[src/rtl/wb_trace_buffer.sv]
`default_nettype none
// +--------------------------------------------------------------------------+
// | Module   : wb_trace_buffer                                               |
// | Brief    : FIFO trace capture of core write-back words, optional repeat  |
// |            filter, valid/ready drain, saturating overflow drop counter.  |
// | Revision : 1.0 - initial release                                         |
// +--------------------------------------------------------------------------+
module wb_trace_buffer #(
    parameter int WIDTH = 32,
    parameter int DEPTH = 8,
    parameter int CNT_W = 16
) (
    input  logic                       clk,
    input  logic                       rst,
    input  logic                       wb_valid,
    input  logic [WIDTH-1:0]           wb_data,
    input  logic                       filter_en,
    output logic                       out_valid,
    output logic [WIDTH-1:0]           out_data,
    input  logic                       out_ready,
    output logic [$clog2(DEPTH):0]     level,
    output logic                       full,
    output logic                       empty,
    output logic [CNT_W-1:0]           drop_cnt
);

    localparam int c_AW = $clog2(DEPTH);
    localparam int c_PW = c_AW + 1;

    logic [WIDTH-1:0] r_mem [DEPTH];
    logic [c_PW-1:0]  r_wr_ptr;
    logic [c_PW-1:0]  r_rd_ptr;
    logic [WIDTH-1:0] r_last_word;
    logic             r_has_last;
    logic [CNT_W-1:0] r_drop_cnt;

    logic [c_PW-1:0]  w_level;
    logic             w_empty;
    logic             w_full;
    logic             w_cand;
    logic             w_pop;
    logic             w_push;
    logic             w_drop;

    // Pointer difference modulo 2^c_PW is the occupancy; the extra MSB separates full from empty.
    assign w_level = r_wr_ptr - r_rd_ptr;
    assign w_empty = (r_wr_ptr == r_rd_ptr);
    assign w_full  = (w_level == c_PW'(DEPTH));

    assign w_cand  = wb_valid && !(filter_en && r_has_last && (wb_data == r_last_word));
    assign w_pop   = !w_empty && out_ready;
    assign w_push  = w_cand && (!w_full || w_pop);
    assign w_drop  = w_cand && w_full && !w_pop;

    always_ff @(posedge clk or posedge rst) begin
        if (rst) begin
            r_wr_ptr    <= '0;
            r_rd_ptr    <= '0;
            r_last_word <= '0;
            r_has_last  <= 1'b0;
            r_drop_cnt  <= '0;
        end else begin
            if (w_push) begin
                r_wr_ptr    <= r_wr_ptr + c_PW'(1);
                r_last_word <= wb_data;
                r_has_last  <= 1'b1;
            end
            if (w_pop) begin
                r_rd_ptr <= r_rd_ptr + c_PW'(1);
            end
            if (w_drop && (r_drop_cnt != {CNT_W{1'b1}})) begin
                r_drop_cnt <= r_drop_cnt + CNT_W'(1);
            end
        end
    end

    // Storage is deliberately left out of reset.
    always_ff @(posedge clk) begin
        if (w_push) begin
            r_mem[r_wr_ptr[c_AW-1:0]] <= wb_data;
        end
    end

    assign out_valid = !w_empty;
    assign out_data  = w_empty ? '0 : r_mem[r_rd_ptr[c_AW-1:0]];
    assign level     = w_level;
    assign full      = w_full;
    assign empty     = w_empty;
    assign drop_cnt  = r_drop_cnt;

endmodule
`default_nettype wire

[config.mk]
export PLATFORM = sky130hd
export DESIGN_NAME = wb_trace_buffer
export DESIGN_NICKNAME = d
export VERILOG_FILES = /design/src/rtl/wb_trace_buffer.sv
export SDC_FILE = /design/constraint.sdc
export NUM_CORES = 1
export LEC_CHECK = 0
export BUFFER_PORTS_ARGS = -buffer_cell sky130_fd_sc_hd__buf_2
export CORE_ASPECT_RATIO = 1.2
export CORE_MARGIN = 1.5
export CORE_UTILIZATION = 55
export CTS_CLUSTER_DIAMETER = 100
export CTS_CLUSTER_SIZE = 14
export DETAILED_ROUTE_END_ITERATION = 8
export GPL_ROUTABILITY_DRIVEN = 0
export PLACE_DENSITY = 0.74
export SYNTH_ARGS = -nofsm -noshare
export SYNTH_HDL_FRONTEND = slang
export SYNTH_SLANG_ARGS = --single-unit
[constraint.sdc]
create_clock -name clk -period 11 [get_ports clk]
set_input_delay 0.55 -clock clk [delete_from_list [all_inputs] [get_ports clk]]
set_output_delay 0.55 -clock clk [all_outputs]
set_load 0.005 [all_outputs]
==> metrics.yaml, run 1 <==
synth:
  seq_area_frac_synth_pct: 71.7
  syn_area_per_cell_um2: 18.4
  syn_area_mm2: 0.0127
  yosysUniqueCellTypes: 35
  syn_inst: 692
  syn-num-nets: 736
  yosysWarningCount: 0
  ys_ff_latch: 313
finish:
  drive_gt1_share_pct: 29.4
  fin_nets: 833
  n_antenna_cell: 0
  final_common_cell: "edfxtp_1"
  multi_input_area_mm2: 0.00341
  seq_area_mm2: 0.00912
  stdcell_count: 1088
  area_delta_synth_final_pct: 11.9
  fin_area_mm2: 0.0142
  layout_common_cells: "edfxtp_1, buf_2, nand2_1, mux4_2, dfrtp_1"
  fill_cells: 1561
worst_setup_path:
  cp_max_fo: 42
  cp.arrival_ns: 5.55
  crit_buf_inv: 3
  crit_path_start_kind: "register"
  worst_setup_path_end_kind: "register"
  worst-path-stages: 10
  cp_common_cell: "buf_4"
  cp_top_family: "simple AND/OR/NAND/NOR gates"
  cp_slowest_cell: "and4_1"
  worstPathCellList: "buf_4 > inv_1 > ha_1 > nand3b_1 > a21oi_1 > nand4b_1 > and2_1 > and2_2 > and4_1 > buf_4"
  critPathKind: "register to register"
  reg2reg_slack_ns: 5.66
  reg2reg_depth: 10
  max_stage_delay_ns: 0.99
  crit_required_ns: 11.20
  reg2reg_from: "r_rd_ptr[1]"
  reg2reg_to: "r_mem[4][24]"
place:
  placement.io_buffers: 91
  dpl_cell_area_mm2: 0.0135
  dp_hpwl_um: 15300
  place_ws_ns: 5.63
  dp.cells: 1040
sta:
  worst_slack_ns: 5.66
  hold_viol: 0
  drv_slew: 0
  tightest_slew_ns: 1.24
  report.final.setup_viol: 0
  period_share_pct: 48.6
  fin_crit_ns: 5.34
  slew_headroom_pct: 17.4
  skew_ns: 0.0145
  tns_ns: 0
  grt_setup_unrepaired: "false"
  max_freq_mhz: 187
pwr:
  irDropWorstVdd_uv: 150
  power_mw: 3.70
  leakagePower_nw: 5.08
  p_per_area_mw_per_mm2: 260
cts:
  cts_tree: "yes"
  htreeDepth: 1
  cts_buffer_depth: 3
  cts-buffers-inserted: 26
  clock_latency_ns: 0.53
  clkSinkCount: 313
  cts_hold_buf: 0
  root_buffer: "clkbuf_16"
  cts_resized: 0
  path_clk_slew_ns: 0.07
  cts_setup_buffers: 0
grt:
  grt_start_max_net_pins: 58
  grt_pass1_vias: 7124
  overflow: 0
  grt_usage_pct: 21.9
  grt_pass1_wl_um: 40000
  antenna_found_initial: 0
drt:
  wirelength_um: 25500
  vias: 6527
  via_per_inst: 6.00
  drtIter0Drc: 500
  drtPass1Iterations: 4
  drc: 0
  ant_nets: 0
  wl_per_cell_um: 23.4
floorplan:
  die_x_um: 142
  initial_core_util_pct: 56.4
  io_pins: 92
  core.rowCount: 60
  die_area_mm2: 0.0240
  die_y_um: 170
  core_mm2: 0.0225
run:
  cap_violations: 0
worst_hold_path:
  hold_path_class: "input pin to async pin"
status:
  outcome: "finished clean"
layout make-up:
cell class                      instances  share of cell area [%]
Inverter                               11                   0.290
Tap cell                              279                    2.45
Multi-Input combinational cell        335                    24.0
Clock buffer                           47                    5.28
Clock inverter                          1                  0.0792
Timing Repair Buffer                  102                    3.78
Sequential cell                       313                    64.1
worst register-to-register path, cell delays in order (launching register included):
cell,delay (ns)
dfrtp_2,0.95
buf_4,0.58
inv_1,0.10
ha_1,0.31
nand3b_1,0.11
a21oi_1,0.19
nand4b_1,0.18
and2_1,0.19
and2_2,0.97
and4_1,1.01
buf_4,0.42
logic make-up after synthesis:
logic type | count (synthesis) | synth area share, %
xor+xnor | 55 | 3.85
flops | 313 | 71.7
simple gates | 139 | 5.39
buf+inv | 44 | 1.61
fa+ha+maj | 7 | 0.748
mux | 98 | 15.2
compound gates | 36 | 1.45
cell usage after synthesis (all sizes together):
cell type | instances | area [um^2]
edfxtp | 256 | 7690
nand4b | 1 | 8.76
xor2 | 12 | 113
nand3 | 12 | 60.1
and3 | 10 | 62.6
and4 | 3 | 26.3
buf | 15 | 96.3
nor4b | 2 | 17.5
and2 | 3 | 18.8
fa | 1 | 20.0
nor2b | 1 | 6.26
nand3b | 2 | 15.0
nand2 | 69 | 259
nand4 | 19 | 125
nor2 | 8 | 30.0
or2 | 1 | 6.26
nor4 | 3 | 25.0
inv | 11 | 41.3
mux2 | 34 | 495
mux4 | 64 | 1440
dfrtp | 57 | 1430
o21ai | 2 | 13.8
a21oi | 34 | 170
xnor2 | 43 | 377
ha | 6 | 75.1
nor3 | 5 | 25.0
clkbuf | 18 | 67.6
registers in the layout, summed over array words and instances (netlist names):
register / cells
r_mem: 256
r_last_word: 32
drop_cnt: 16
r_rd_ptr: 4
r_wr_ptr: 4
r_has_last: 1
worst max-delay path by stage:
stage | from | end
after floorplan | r_rd_ptr[1] | r_mem[2][0]
after global placement | r_rd_ptr[1] | r_mem[6][27]
after detailed placement | r_rd_ptr[1] | r_mem[5][16]
after CTS | r_rd_ptr[1] | r_mem[5][18]
after global routing | r_rd_ptr[1] | r_mem[4][25]
final | r_rd_ptr[1] | r_mem[4][24]
per-stage QoR:
step / util, % / hold slack (ns)
3_5_place_dp: 59.8 / 0.470
6_report: 63.1 / 0.217
3_3_place_gp: 59.8 / 0.447
2_1_floorplan: - / 0.433
5_1_grt: 63.1 / 0.277
4_1_cts: 63.1 / 0.231
report_power, final:
group          total [mW]  leakage (nW)  internal (mW)  switching [mW]
Sequential           1.66          3.02           1.51           0.149
Clock               0.854         0.362          0.460           0.394
Combinational        1.19          1.69          0.575           0.611
Total                3.70          5.08           2.54            1.15
metal layers:
metal / track usage (%) / wire [um] / up-vias
met2: 38.6 / 13500 / 168
met5: 0 / 0 / -
met3: 3.16 / 1070 / 31
li1: - / - / 2874
met1: 29.2 / 10600 / 3454
met4: 4.44 / 376 / 0
(Power assumes the default switching activity.)
==> inputs of run 2 (changes only) <==
--- a/config.mk
+++ b/config.mk
@@ -8,12 +8,12 @@
 export BUFFER_PORTS_ARGS = -buffer_cell sky130_fd_sc_hd__buf_2
 export CORE_ASPECT_RATIO = 1.2
 export CORE_MARGIN = 1.5
-export CORE_UTILIZATION = 55
+export CORE_UTILIZATION = 54
 export CTS_CLUSTER_DIAMETER = 100
 export CTS_CLUSTER_SIZE = 14
 export DETAILED_ROUTE_END_ITERATION = 8
 export GPL_ROUTABILITY_DRIVEN = 0
-export PLACE_DENSITY = 0.74
+export PLACE_DENSITY = 0.75
 export SYNTH_ARGS = -nofsm -noshare
 export SYNTH_HDL_FRONTEND = slang
 export SYNTH_SLANG_ARGS = --single-unit
==> constraint.sdc (replaced) <==
create_clock -name clk -period 4.77 [get_ports clk]
set_input_delay 0.2385 -clock clk [delete_from_list [all_inputs] [get_ports clk]]
set_output_delay 0.2385 -clock clk [all_outputs]
set_load 0.005 [all_outputs]
==> metrics.yaml, run 2 (same netlist as run 1, synthesis figures left out) <==
finish:
  final_common_cell: "edfxtp_1"
  area_delta_synth_final_pct: 12.9
  drive_gt1_share_pct: 29.8  # +0.41 points
  fin_area_mm2: 0.0143  # +0.88%
  layout_common_cells: "edfxtp_1, buf_2, nand2_1, mux4_2, dfrtp_1"
  utilization_pct: 62.0  # -1.1 points
  fin_nets: 842  # +1.1%
  largest_reg_flops: 256  # unchanged
  n_antenna_cell: 0  # unchanged
  stdcell_count: 1133  # +4.1%
cts:
  cts_resized: 0  # unchanged
  cts-buffers-inserted: 26  # unchanged
  cts_tree: "yes"
  clkSinkCount: 313  # unchanged
  cts_buffer_depth: 3  # unchanged
  path_clk_slew_ns: 0.07  # about the same
  clock_latency_ns: 0.53  # about the same
  htreeDepth: 1  # unchanged
  root_buffer: "clkbuf_16"
worst_setup_path:
  worst_setup_path_end_kind: "register"
  cp_top_family: "simple AND/OR/NAND/NOR gates"
  cp.arrival_ns: 4.07  # -1.48 ns
  crit_path_start_kind: "register"
  reg2reg_slack_ns: 0.87  # -4.79 ns
  max_stage_delay_ns: 0.91  # -0.08 ns
  reg2reg_to: "r_mem[3][18]"
  cp_max_fo: 38  # -9.5%
  worstPathCellList: "ha_1 > fa_1 > and3_1 > nand4b_1 > and2_1 > and2_2 > nor4b_4 > buf_4"
  crit_buf_inv: 1  # -2
  reg2reg_from: "r_rd_ptr[0]"
  crit_required_ns: 4.94  # -6.26 ns
  crit_start: "r_rd_ptr[0]"
  cp_slowest_cell: "dfrtp_4"
  reg2reg_depth: 8  # -2
  critPathKind: "register to register"
floorplan:
  die_x_um: 143  # +0.90%
  core_mm2: 0.0231  # +2.7%
  core.rowCount: 61  # +1.7%
  die_y_um: 171  # +0.91%
  die_area_mm2: 0.0245  # +1.8%
  io_pins: 92  # unchanged
  initial_core_util_pct: 55.0  # -1.5 points
worst_hold_path:
  hold_path_end: "r_mem[5][17]"
  hold_depth: 1
  min_from: "wb_data[17]"
  hold_path_class: "input pin to register"
sta:
  hold_viol: 0  # unchanged
  report.final.setup_viol: 0  # unchanged
  fin_crit_ns: 3.90  # -1.44 ns
  slew_headroom_pct: 34.4  # +17 points
  max_freq_mhz: 257  # +37%
  skew_ns: 0.0138  # -0.000692 ns
  holdWs_ns: 0.0318  # -0.185 ns
  period_share_pct: 81.7  # +33 points
  tns_ns: 0  # unchanged
  grt_setup_unrepaired: "false"
  drv_slew: 0  # unchanged
  tightest_slew_ns: 0.982  # -0.258 ns
drt:
  via_per_inst: 5.78  # -3.6%
  drc: 0  # unchanged
  wl_met1_um: 10100  # -5.1%
  wl_per_cell_um: 21.9  # -6.5%
  wirelength_um: 24800  # -2.7%
  top_layer_used: "met4"
  ant_nets: 0  # unchanged
  vias: 6549  # +0.34%
  dr_wl_met2_um: 13000  # -3.3%
  drtPass1Iterations: 4  # unchanged
  drtIter0Drc: 449  # -10%
  wl_met3_um: 1340  # +25%
grt:
  grt_pass1_vias: 7100  # -0.34%
  overflow: 0  # unchanged
  antenna_found_initial: 0  # unchanged
  grt_usage_pct: 21.1  # -0.71 points
  grt_pass1_wl_um: 39300  # -1.8%
  grt_start_max_net_pins: 68  # +17%
place:
  dp.cells: 1083  # +4.1%
  dpl_cell_area_mm2: 0.0136  # +0.85%
  dp_hpwl_um: 15200  # -0.98%
  placement.io_buffers: 91  # unchanged
pwr:
  p_per_area_mw_per_mm2: 592  # +130%
  irDropWorstVdd_uv: 271  # +81%
  leakagePower_nw: 5.12  # +0.97%
status:
  outcome: "finished clean"
run:
  cap_violations: 0  # unchanged
run 2: cell types whose count changed in the layout (fill, tap and decap cells not counted), sizes merged:
| cell | before | now |
|---|---|---|
| clkinv | 0 | 1 |
| dlygate4sd3 | 0 | 2 |
| buf | 102 | 109 |
| clkbuf | 47 | 46 |
run 2: area by class of cell:
| type | instances | area [um^2] |
|---|---|---|
| fillers | 1621 | 8780 |
| repair buffers | 111 | 611 |
| inverters | 11 | 41.3 |
| multi-input cells | 335 | 3430 |
| well taps | 315 | 394 |
| clock inverters | 2 | 27.5 |
| clock buffers | 46 | 726 |
| flip-flops and latches | 313 | 9120 |
run 2: worst reg2reg max path: cells and delay by family, from the launching register on:
family / cells / cell delay [ns]
DFF: 1 / 0.91
buffers and inverters: 1 / 0.45
adders and majority gates: 2 / 0.80
and+or+nand+nor: 5 / 1.36
run 2: power breakdown:
part / total, mW / internal [mW] / switching (mW)
registers: 3.77 / 3.47 / 0.296
clock network: 1.94 / 1.03 / 0.902
logic: 2.79 / 1.34 / 1.45
run 2: through the flow:
stage	setup slack (ns)	total power, mW
final	0.872	8.49
after global placement	1.01	6.54
after floorplan	0.0891	5.65
after global routing	0.656	8.95
after detailed placement	0.861	6.64
after CTS	0.825	8.59
run 2: how the worst max path moves through the flow:
stage / end / depth (start not counted)
global placement: r_mem[3][5] / 8
CTS: r_mem[3][18] / 8
detailed placement: r_mem[3][8] / 8
global route: r_mem[2][16] / 8
finish: r_mem[3][18] / 8
floorplan: r_mem[2][0] / 12
run 2: routing by layer:
metal	track usage, %	up-vias
met5	0	-
met4	4.71	0
met3	3.53	35
met2	37.1	202
met1	27.8	3423
li1	-	2889
run 2: timing repair:
| item | CTS | global route |
|---|---|---|
| setup buffers | 0 | 0 |
| hold buffers | 2 | 0 |
| hold endpoints to repair | 58 | 0 |
